===== src/rtl/predictor_pkg.sv =====
// Shared types for the branch-predictor update path.
// Entries are sized for the widest supported PC; narrower PCs are zero-extended.
package predictor_pkg;

    localparam int PC_MAX = 64;

    typedef struct packed {
        logic [PC_MAX-1:0] pc;
        logic [PC_MAX-1:0] target;
        logic              taken;
    } upd_entry_t;

endpackage


===== src/rtl/predictor_update_arbiter_if.sv =====
// Resolve-port / predictor-update bundle for predictor_update_arbiter.
interface predictor_update_arbiter_if #(
    parameter int PC_BITS = 32,
    parameter int DEPTH   = 4
);
    localparam int CW = $clog2(DEPTH) + 1;

    logic               flush;
    logic               a_valid;
    logic [PC_BITS-1:0] a_pc;
    logic [PC_BITS-1:0] a_target;
    logic               a_taken;
    logic               b_valid;
    logic [PC_BITS-1:0] b_pc;
    logic [PC_BITS-1:0] b_target;
    logic               b_taken;
    logic               in_ready;
    logic               upd_valid;
    logic [PC_BITS-1:0] upd_pc;
    logic [PC_BITS-1:0] upd_target;
    logic               upd_taken;
    logic [CW-1:0]      count;
    logic               drop_err;

    modport master (
        output flush, a_valid, a_pc, a_target, a_taken,
        output b_valid, b_pc, b_target, b_taken,
        input  in_ready, upd_valid, upd_pc, upd_target, upd_taken,
        input  count, drop_err
    );

    modport slave (
        input  flush, a_valid, a_pc, a_target, a_taken,
        input  b_valid, b_pc, b_target, b_taken,
        output in_ready, upd_valid, upd_pc, upd_target, upd_taken,
        output count, drop_err
    );

endinterface


===== src/rtl/upd_fifo_2w1r.sv =====
// Circular update queue: two write ports (tail, tail+1), one read port.
// Head is consumed every cycle the queue is non-empty.
module upd_fifo_2w1r
    import predictor_pkg::*;
#(
    parameter int DEPTH = 4
) (
    input  logic                       clk,
    input  logic                       rst,
    input  logic                       i_flush,
    input  logic                       i_we0,
    input  upd_entry_t                 i_wd0,
    input  logic                       i_we1,
    input  upd_entry_t                 i_wd1,
    output upd_entry_t                 o_rd,
    output logic [$clog2(DEPTH):0]     o_count
);

    localparam int PW = $clog2(DEPTH);
    localparam int CW = PW + 1;

    upd_entry_t    r_mem [DEPTH];
    logic [PW-1:0] r_head;
    logic [PW-1:0] r_tail;
    logic [CW-1:0] r_count;

    logic          w_deq;
    logic [PW-1:0] w_tail1;
    logic [PW-1:0] w_tail_nx;
    logic [CW-1:0] w_nwr;

    assign w_deq     = (r_count != '0);
    assign w_tail1   = r_tail + PW'(1);
    assign w_nwr     = CW'(i_we0) + CW'(i_we1);
    assign w_tail_nx = i_we1 ? r_tail + PW'(2) :
                       i_we0 ? w_tail1 : r_tail;

    // Payload needs no reset; occupancy alone decides what is visible.
    always_ff @(posedge clk) begin
        if (i_we0) r_mem[r_tail]  <= i_wd0;
        if (i_we1) r_mem[w_tail1] <= i_wd1;
    end

    always_ff @(posedge clk or posedge rst) begin
        if (rst) begin
            r_head  <= '0;
            r_tail  <= '0;
            r_count <= '0;
        end else if (i_flush) begin
            r_head  <= '0;
            r_tail  <= '0;
            r_count <= '0;
        end else begin
            if (w_deq) r_head <= r_head + PW'(1);
            r_tail  <= w_tail_nx;
            r_count <= r_count + w_nwr - CW'(w_deq);
        end
    end

    assign o_rd    = r_mem[r_head];
    assign o_count = r_count;

endmodule


===== src/rtl/predictor_update_arbiter.sv =====
// Serialises up to two resolved branches per cycle into one predictor update
// per cycle, coalescing same-PC pairs and flagging drops when full.
module predictor_update_arbiter
    import predictor_pkg::*;
#(
    parameter int PC_BITS = 32,
    parameter int DEPTH   = 4
) (
    input  logic                            clk,
    input  logic                            rst,
    predictor_update_arbiter_if.slave       bus
);

    localparam int CW = $clog2(DEPTH) + 1;

    upd_entry_t    w_ent_a;
    upd_entry_t    w_ent_b;
    upd_entry_t    w_wd0;
    upd_entry_t    w_head;
    logic [CW-1:0] w_count;
    logic          w_in_ready;
    logic          w_any;
    logic          w_same_pc;
    logic          w_pair;
    logic          w_acc;
    logic          w_we0;
    logic          w_we1;
    logic          r_drop_err;
    logic          w_unused;

    always_comb begin
        w_ent_a        = '0;
        w_ent_a.pc     = PC_MAX'(bus.a_pc);
        w_ent_a.target = PC_MAX'(bus.a_target);
        w_ent_a.taken  = bus.a_taken;
        w_ent_b        = '0;
        w_ent_b.pc     = PC_MAX'(bus.b_pc);
        w_ent_b.target = PC_MAX'(bus.b_target);
        w_ent_b.taken  = bus.b_taken;
    end

    // Registered occupancy only: a same-cycle dequeue never raises ready.
    assign w_in_ready = (w_count <= CW'(DEPTH - 2));

    assign w_any     = bus.a_valid | bus.b_valid;
    assign w_same_pc = (bus.a_pc == bus.b_pc);
    assign w_pair    = bus.a_valid & bus.b_valid & ~w_same_pc;
    assign w_acc     = w_in_ready & ~bus.flush;

    // Older A goes first; B alone or B winning a coalesce lands in the tail.
    assign w_we0 = w_acc & w_any;
    assign w_we1 = w_acc & w_pair;
    assign w_wd0 = (bus.a_valid & (~bus.b_valid | w_pair)) ? w_ent_a : w_ent_b;

    upd_fifo_2w1r #(
        .DEPTH (DEPTH)
    ) u_fifo (
        .clk     (clk),
        .rst     (rst),
        .i_flush (bus.flush),
        .i_we0   (w_we0),
        .i_wd0   (w_wd0),
        .i_we1   (w_we1),
        .i_wd1   (w_ent_b),
        .o_rd    (w_head),
        .o_count (w_count)
    );

    always_ff @(posedge clk or posedge rst) begin
        if (rst)
            r_drop_err <= 1'b0;
        else if (~bus.flush & ~w_in_ready & w_any)
            r_drop_err <= 1'b1;
    end

    assign bus.in_ready   = w_in_ready;
    assign bus.upd_valid  = (w_count != '0);
    assign bus.upd_pc     = w_head.pc[PC_BITS-1:0];
    assign bus.upd_target = w_head.target[PC_BITS-1:0];
    assign bus.upd_taken  = w_head.taken;
    assign bus.count      = w_count;
    assign bus.drop_err   = r_drop_err;

    assign w_unused = ^{w_head.pc, w_head.target};

endmodule


===== src/flat_wrapper.sv =====
// flat-port wrapper written by rule: the top's interface ports become plain ports
module predictor_update_arbiter_flat import predictor_pkg::*;
#(
    parameter int PC_BITS = 32,
    parameter int DEPTH   = 4
)
  (clk, rst, bus_flush, bus_a_valid, bus_a_pc, bus_a_target, bus_a_taken, bus_b_valid, bus_b_pc, bus_b_target, bus_b_taken, bus_in_ready, bus_upd_valid, bus_upd_pc, bus_upd_target, bus_upd_taken, bus_count, bus_drop_err);
  predictor_update_arbiter_if #(.PC_BITS(PC_BITS), .DEPTH(DEPTH)) bus_i ();
  input  logic clk;
  input  logic rst;
  input wire logic [$bits(bus_i.flush)-1:0] bus_flush;
  input wire logic [$bits(bus_i.a_valid)-1:0] bus_a_valid;
  input wire logic [$bits(bus_i.a_pc)-1:0] bus_a_pc;
  input wire logic [$bits(bus_i.a_target)-1:0] bus_a_target;
  input wire logic [$bits(bus_i.a_taken)-1:0] bus_a_taken;
  input wire logic [$bits(bus_i.b_valid)-1:0] bus_b_valid;
  input wire logic [$bits(bus_i.b_pc)-1:0] bus_b_pc;
  input wire logic [$bits(bus_i.b_target)-1:0] bus_b_target;
  input wire logic [$bits(bus_i.b_taken)-1:0] bus_b_taken;
  output wire logic [$bits(bus_i.in_ready)-1:0] bus_in_ready;
  output wire logic [$bits(bus_i.upd_valid)-1:0] bus_upd_valid;
  output wire logic [$bits(bus_i.upd_pc)-1:0] bus_upd_pc;
  output wire logic [$bits(bus_i.upd_target)-1:0] bus_upd_target;
  output wire logic [$bits(bus_i.upd_taken)-1:0] bus_upd_taken;
  output wire logic [$bits(bus_i.count)-1:0] bus_count;
  output wire logic [$bits(bus_i.drop_err)-1:0] bus_drop_err;
  assign bus_i.flush = bus_flush;
  assign bus_i.a_valid = bus_a_valid;
  assign bus_i.a_pc = bus_a_pc;
  assign bus_i.a_target = bus_a_target;
  assign bus_i.a_taken = bus_a_taken;
  assign bus_i.b_valid = bus_b_valid;
  assign bus_i.b_pc = bus_b_pc;
  assign bus_i.b_target = bus_b_target;
  assign bus_i.b_taken = bus_b_taken;
  assign bus_in_ready = bus_i.in_ready;
  assign bus_upd_valid = bus_i.upd_valid;
  assign bus_upd_pc = bus_i.upd_pc;
  assign bus_upd_target = bus_i.upd_target;
  assign bus_upd_taken = bus_i.upd_taken;
  assign bus_count = bus_i.count;
  assign bus_drop_err = bus_i.drop_err;
  predictor_update_arbiter #(.PC_BITS(PC_BITS), .DEPTH(DEPTH)) u_core (.clk(clk), .rst(rst), .bus(bus_i));
endmodule

===== config.mk =====
export PLATFORM = sky130hd
export DESIGN_NAME = predictor_update_arbiter_flat
export DESIGN_NICKNAME = d
export VERILOG_FILES = /design/src/rtl/predictor_pkg.sv /design/src/rtl/predictor_update_arbiter_if.sv /design/src/rtl/upd_fifo_2w1r.sv /design/src/rtl/predictor_update_arbiter.sv /design/src/flat_wrapper.sv
export SDC_FILE = /design/constraint.sdc
export NUM_CORES = 1
export LEC_CHECK = 0
export ABC_AREA = 1
export BUFFER_PORTS_ARGS = -buffer_cell sky130_fd_sc_hd__buf_2
export CORE_UTILIZATION = 45
export DETAILED_ROUTE_END_ITERATION = 10
export GPL_ROUTABILITY_DRIVEN = 0
export HOLD_SLACK_MARGIN = 0.06
export PLACE_DENSITY = 0.7
export SLEW_MARGIN = 0
export SYNTH_ARGS = -nofsm -noshare
export SYNTH_HDL_FRONTEND = slang
export SYNTH_SLANG_ARGS = --single-unit

===== constraint.sdc =====
create_clock -name clk -period 6.9 [get_ports clk]
set_input_delay 0 -clock clk [delete_from_list [all_inputs] [get_ports clk]]
set_output_delay 0 -clock clk [all_outputs]
set_load 0.01 [all_outputs]

==> results.txt, run 1 <==
Status: completed
WL/cell: 18.97 um
Top Ports: 206
Overflow after GRT: 0
Total Neg Setup Slack: 0 ns
Commonest non-fill, non-tap cells in the layout: 602 x nand2_1, 329 x nand3_1, 260 x edfxtp_1
Seq/Total Area, Yosys: 50.78%
RSZ-0062 raised after global routing: no
Area post-placement: 0.01683 mm^2
Syn Area/Cell: 8.270 um^2
GRT Total Usage: 28.17%
Hold_buf cts: 200
Crit path DAT: 5.13 ns
Area Growth Syn to Fin: 25.80%
Internal power: 3.826 mW
Peak VDD IR: 193.1 uV
Vias per cell: 5.625
Fin crit period: 4.712 ns
Buf/Inv on CP: 6
Clk slew on worst S/H paths: 0.07 ns
Max cap viols: 0
Post-layout instance area: 0.01984 mm^2
Iteration-0 DRC Markers: 1565
Netlist cell types: 27
Cell Area, Synth: 0.01577 mm^2
Clock tree buffer depth: 3
Final setup fails: 0
Drt total wl: 51.42 mm
Skew-Pair Late Insertion Delay: 0.55 ns
Post_cts resized: 0
Root Buffer: clkbuf_16
Reg power frac: 36.9%
DR pass1 iterations: 8
Core Region: 0.03454 mm^2
Number of H-tree levels: 1
Die Area: 0.03580 mm^2
DRC: 0
Synthesis warning total: 0
Worst Max-Slew Pin Slew: 1.209 ns
Num rows: 68
Vias in the first global route: 14833
Most common cell after layout, fill and taps aside: nand2_1
Final period util: 68.28%
Max-slew headroom: 19.38%
CP delay by family, top: buffers and inverters
Register bit count reported by yosys: 268
CTS tree: done
Max Freq: 212.2 MHz
Clk sinks: 268
Comb pwr share: 35.7%
Pwr dens: 305.0 mW/mm^2
Final Hold Fails: 0
Inserted Clock Buffers: 28
Sw Ratio: 36.78%
Vias after detailed routing: 15250
Synthesized Nets: 2050
CP Launch Type: flop
Share of cells above drive strength 1: 15.65%
Global-route wire length before repair: 78.64 mm
Die Y: 189.2 um
Antenna Violating Nets Remaining: 0
Antenna violations before repair: 2
Worst EP required: 7.32 ns
Clock power frac: 27.4%
Kind of critical path: flop to flop
LEAKAGE: 8.830 nW
CP Capture Type: flop
Initial Util: 45.65%
DP HPWL: 26.75 mm
Number of port buffers: 205
CP max stage delay: 0.99 ns
Nets@finish: 2376
Layout Skew: 0.01067 ns
DIE WIDTH: 189.2 um
Pin count of the biggest net entering global routing: 76
CP max stage cell: inv_2
Crit path max fanout: 67
Switching Power: 2.226 mW
Fin util: 57.43%
Cells after Synth: 1907
Min-delay worst type: input pin to flop
# Post-CTS Setup Buffers: 0
Max Slew Vio Count: 0
Tot Pwr: 6.051 mW
Worst-path cell chain: inv_1 -> ha_1 -> inv_1 -> nand2_1 -> inv_1 -> nor2_2 -> nand3_4 -> inv_2 -> buf_4 -> nand2_1 -> nand2_1 -> dlygate4sd3_1
[stage by stage]
step / setup WS, ns / hold WS [ns] / cells
after floorplan: 3.475 / -0.1843 / 1907
after global placement: 2.930 / -0.02961 / 2458
after detailed placement: 2.827 / -0.03699 / 2458
after CTS: 2.295 / 0.07967 / 2710
after global routing: 2.073 / 0.1694 / 2710
final: 2.188 / 0.08643 / 2711
[flip-flops by register name (all words and copies together) (netlist names)]
signal	cells
u_core.u_fifo.r_mem	260
u_core.u_fifo.o_count	3
u_core.u_fifo.r_head	2
u_core.u_fifo.r_tail	2
u_core.bus.drop_err	1
[tightest hold or removal path, delay by kind of cell]
kind            cells  cell delay, ns
simple gates        4            0.38
compound gates      1            0.07
buf+inv             1            0.14
[per-layer routing]
layer	up-vias	share of wire, %	global-route usage (%)
met5	-	0.045	0
met2	904	46	46.31
met4	4	4.0	13.49
li1	7042	-	-
met3	169	9.8	4.078
met1	7131	40	36.58
[power by group through the flow]
stage	registers [mW]	clock network [mW]	logic, mW
global route	2.26	1.72	2.35
detailed placement	2.26	0	2.01
global placement	2.26	0	1.99
CTS	2.23	1.66	2.14
finish	2.23	1.66	2.16
floorplan	2.21	0	1.24
[final cells by class]
cell class / count / area (um^2)
antenna: 1 / 2.502
clock buffer: 30 / 729.5
clock inverter: 22 / 271.5
fill: 3131 / 14700
inverter: 148 / 558.0
multi-input combinational: 1372 / 6590
sequential: 268 / 8013
tap: 455 / 569.3
timing repair buffer: 415 / 3105
[synthesized netlist by cell type]
master      n  area, um^2
clkbuf_1   55       206.5
a21oi_1     2       10.01
dfrtp_1     8       200.2
nand2_2     2       12.51
nor2_2      3       18.77
o22ai_1    65       406.6
xnor2_1    19       166.4
buf_12      5       100.1
buf_1       3       11.26
nor3_1      1       5.000
nand2_1   606        2275
nor2_1    144       540.5
edfxtp_1  260        7807
a21o_1      1       7.510
buf_4      24       180.2
inv_1     129       484.2
fa_1        2       40.04
nand4_1     1       6.260
buf_6       6       67.56
o21ai_0   135       675.7
ha_1        6       75.07
nand2_4    50       563.0
clkbuf_4    1       7.510
buf_2      25       125.1
nand3_2     6       60.06
inv_2      19       71.32
nand3_1   329        1647
[worst paths after layout]
check,startpoint,to,slack (ns),depth (start not counted)
max in group asynchronous,rst,u_core.u_fifo.r_head[0]$_DFFE_PP0P_,6.16,4
worst max register to register,u_core.u_fifo.o_count[1]$_DFF_PP0_,u_core.u_fifo.r_mem[3][88]$_DFFE_PP_,2.19,12
min in group asynchronous,rst,u_core.u_fifo.o_count[1]$_DFF_PP0_,0.48,4
worst min-delay path,bus_a_valid,u_core.u_fifo.r_tail[1]$_DFFE_PP0P_,0.09,6
worst min register to register,u_core.bus.drop_err$_DFFE_PP0P_,u_core.bus.drop_err$_DFFE_PP0P_,0.48,1
worst max-delay path,u_core.u_fifo.o_count[1]$_DFF_PP0_,u_core.u_fifo.r_mem[3][88]$_DFFE_PP_,2.19,12
[cells by family (layout without fill, tap and decap cells)]
| family | Yosys count | count (layout) | share of synthesized area, % |
|---|---|---|---|
| AO/OA/AOI/OAI | 203 | 203 | 6.974 |
| adder cells (fa/ha/maj) | 8 | 8 | 0.7299 |
| AND/OR/NAND/NOR | 1142 | 1142 | 32.51 |
| other | 0 | 1 | 0 |
| XOR/XNOR | 19 | 19 | 1.055 |
| buffers and inverters | 267 | 615 | 7.950 |
| flip-flops | 268 | 268 | 50.78 |
No activity file was read; power rests on OpenSTA's default activity.
==> inputs of run 2 (changes only) <==
==> constraint.sdc (replaced) <==
create_clock -name clk -period 4.4 [get_ports clk]
set_input_delay 0 -clock clk [delete_from_list [all_inputs] [get_ports clk]]
set_output_delay 0 -clock clk [all_outputs]
set_load 0.01 [all_outputs]
==> run 2 against run 1 <==
  * Final cell count is 0.41% higher
  * Cell area up 0.39%
  * Wire length increased by 1.6%
  * Total power up 54%
  * Sequential cell count is the same
  * Combinational power increased by 60%
  * Highest routed layer unchanged
==> results.txt, run 2 (synthesized netlist as in run 1, its figures left out) <==
Initial Util: 45.65% (unchanged)
Worst-path cell chain: dlygate4sd3_1 -> buf_2 -> xnor2_1 -> nand2_1 -> nor2_1 -> nand2_1 -> nor2_2 -> nand2_2 -> nand3_4 -> buf_4 -> inv_2 -> buf_4 -> nand2_1 -> nand2_1 -> dlygate4sd3_1
Clock tree buffer depth: 3 (unchanged)
Root Buffer: clkbuf_16
Status: completed
CP max stage delay: 0.55 ns (-0.44 ns)
WL/cell: 19.19 um (+1.2%)
Area of the multi-input gates: 0.006590 mm^2 (unchanged)
Total Neg Setup Slack: 0 ns (unchanged)
Fin crit period: 3.826 ns
Max reg flops: 260 (unchanged)
Buf/Inv on CP: 6 (unchanged)
Clock power frac: 25.4% (-2.0 points)
Drt total wl: 52.23 mm (+1.6%)
Area post-placement: 0.01702 mm^2 (+1.1%)
Final setup fails: 0 (unchanged)
Global-route wire length before repair: 80.59 mm (+2.5%)
Post-layout instance area: 0.01992 mm^2 (+0.39%)
GRT Total Usage: 28.75% (+0.58 points)
Hold WS: 0.1592 ns (+0.07277 ns)
Worst EP required: 4.70 ns (-2.62 ns)
DP HPWL: 28.59 mm (+6.9%)
Vias after detailed routing: 15360 (+0.72%)
Post_cts resized: 0 (unchanged)
Max Freq: 261.3 MHz
DR pass1 iterations: 7 (-1)
Crit path max fanout: 30 (-55%)
Reg power frac: 37.5% (+0.6 points)
LEAKAGE: 8.853 nW (+0.27%)
Die Area: 0.03580 mm^2 (unchanged)
DRC: 0 (unchanged)
Core Region: 0.03454 mm^2 (unchanged)
Max Slew Vio Count: 0 (unchanged)
Tot Pwr: 9.324 mW (+54%)
Final Hold Fails: 0 (unchanged)
Area Growth Syn to Fin: 26.29%
Sw Ratio: 37.27% (+0.48 points)
Clk sinks: 268 (unchanged)
Share of cells above drive strength 1: 15.53% (-0.12 points)
Antenna violations before repair: 2 (unchanged)
CP delay by family, top: buffers and inverters
Final period util: 86.96%
Worst setup margin: 0.5736 ns (-1.615 ns)
Pin count of the biggest net entering global routing: 78 (+2.6%)
Max-slew headroom: 25.63% (+6.3 points)
Fill cells: 3038 (-3.0%)
Iteration-0 DRC Markers: 1718 (+9.8%)
Pwr dens: 468.2 mW/mm^2 (+53%)
Number of H-tree levels: 1 (unchanged)
Vias per cell: 5.643 (+0.31%)
Most common cell after layout, fill and taps aside: nand2_1
Register area: 0.008013 mm^2 (unchanged)
Most frequent CP cell: nand2_1
Inserted Clock Buffers: 29 (+3.6%)
Layout Skew: 0.01340 ns (+0.002721 ns)
DIE WIDTH: 189.2 um (unchanged)
Number of port buffers: 205 (unchanged)
Internal power: 5.849 mW (+53%)
Nets@finish: 2390 (+0.59%)
Die Y: 189.2 um (unchanged)
Commonest non-fill, non-tap cells in the layout: 602 x nand2_1, 329 x nand3_1, 260 x edfxtp_1
Top Ports: 206 (unchanged)
RSZ-0062 raised after global routing: no
Antenna Violating Nets Remaining: 0 (unchanged)
Min-delay worst type: input pin to flop
Most flop-heavy register: u_core.u_fifo.r_mem
Crit path DAT: 4.13 ns (-1.00 ns)
Overflow after GRT: 0 (unchanged)
Skew-Pair Late Insertion Delay: 0.56 ns (about the same)
CP max stage cell: dlygate4sd3_1
Switching Power: 3.475 mW (+56%)
Peak VDD IR: 414.6 uV (+110%)
CP Capture Type: flop
Comb pwr share: 37.1% (+1.4 points)
Worst Max-Slew Pin Slew: 1.116 ns (-0.09378 ns)
Clk slew on worst S/H paths: 0.06 ns (about the same)
Max cap viols: 0 (unchanged)
CTS tree: done
Kind of critical path: input pin to flop
Worst slack at placement: 1.127 ns (-1.700 ns)
Vias in the first global route: 14984 (+1.0%)
CP Launch Type: input pin
Num rows: 68 (unchanged)
## run 2: changes by cell type in the layout (fill, tap and decap cells not counted), moves of 3 or more
cell and delta:
buf_12 +7, buf_4 +6, bufinv_16 -3, clkbuf_1 +4
clkinv_1 +8, clkinv_2 -8
## run 2: worst reg2reg max path: stages (launching register included)
cell and delay [ns]:
dfrtp_1 0.44, inv_1 0.08, ha_1 0.14, inv_1 0.04, nand2_1 0.08, inv_1 0.07, nor2_2 0.42, nand3_4 0.54
inv_2 0.63, buf_4 0.49, nand2_1 0.13, nand2_1 0.09, dlygate4sd3_1 0.54
## run 2: through the flow
| stage | std cells | util, % |
|---|---|---|
| after floorplan | 1907 | - |
| after global placement | 2471 | 49.27 |
| after detailed placement | 2471 | 49.27 |
| after CTS | 2721 | 57.65 |
| after global routing | 2722 | 57.65 |
| final | 2722 | 57.65 |
## run 2: timing repair
action,in CTS,in global routing
endpoints found under the hold margin,276,0
hold buffers,200,0
setup buffers,0,0
endpoints found under the setup margin,0,0
## run 2: metal layers
metal  part of all wire [%]  vias to the layer above  track usage, %
li1                       -                     7059               -
met1                     40                     7161           38.73
met2                     47                      987           47.04
met3                     10                      151           3.948
met4                    3.1                        2           10.98
met5                  0.025                        -               0
## run 2: worst paths after layout
path	slack [ns]	start	to	depth (start not counted)
worst max-delay path	0.57	bus_b_pc[24]	u_core.u_fifo.r_mem[3][85]$_DFFE_PP_	15
worst min-delay path	0.16	bus_flush	u_core.u_fifo.o_count[0]$_DFF_PP0_	3
worst max register to register	0.60	u_core.u_fifo.o_count[1]$_DFF_PP0_	u_core.u_fifo.r_mem[2][19]$_DFFE_PP_	12
worst min register to register	0.49	u_core.bus.drop_err$_DFFE_PP0P_	u_core.bus.drop_err$_DFFE_PP0P_	1
max in group asynchronous	3.66	rst	u_core.u_fifo.r_head[0]$_DFFE_PP0P_	4
min in group asynchronous	0.46	rst	u_core.u_fifo.o_count[0]$_DFF_PP0_	4
## run 2: final cells by class
type / count / area share (%)
clock buffers: 34 / 3.738
well taps: 455 / 2.859
multi-input cells: 1372 / 33.09
clock inverters: 16 / 0.7413
repair buffers: 428 / 16.52
flip-flops and latches: 268 / 40.23
inverters: 148 / 2.802
diodes: 1 / 0.01257
## run 2: power by group through the flow
stage / clock network (mW) / logic [mW] / registers (mW)
after floorplan: 0 / 1.94 / 3.46
after global placement: 0 / 3.17 / 3.53
after detailed placement: 0 / 3.22 / 3.54
after CTS: 2.37 / 3.42 / 3.49
after global routing: 2.47 / 3.76 / 3.53
final: 2.37 / 3.46 / 3.50
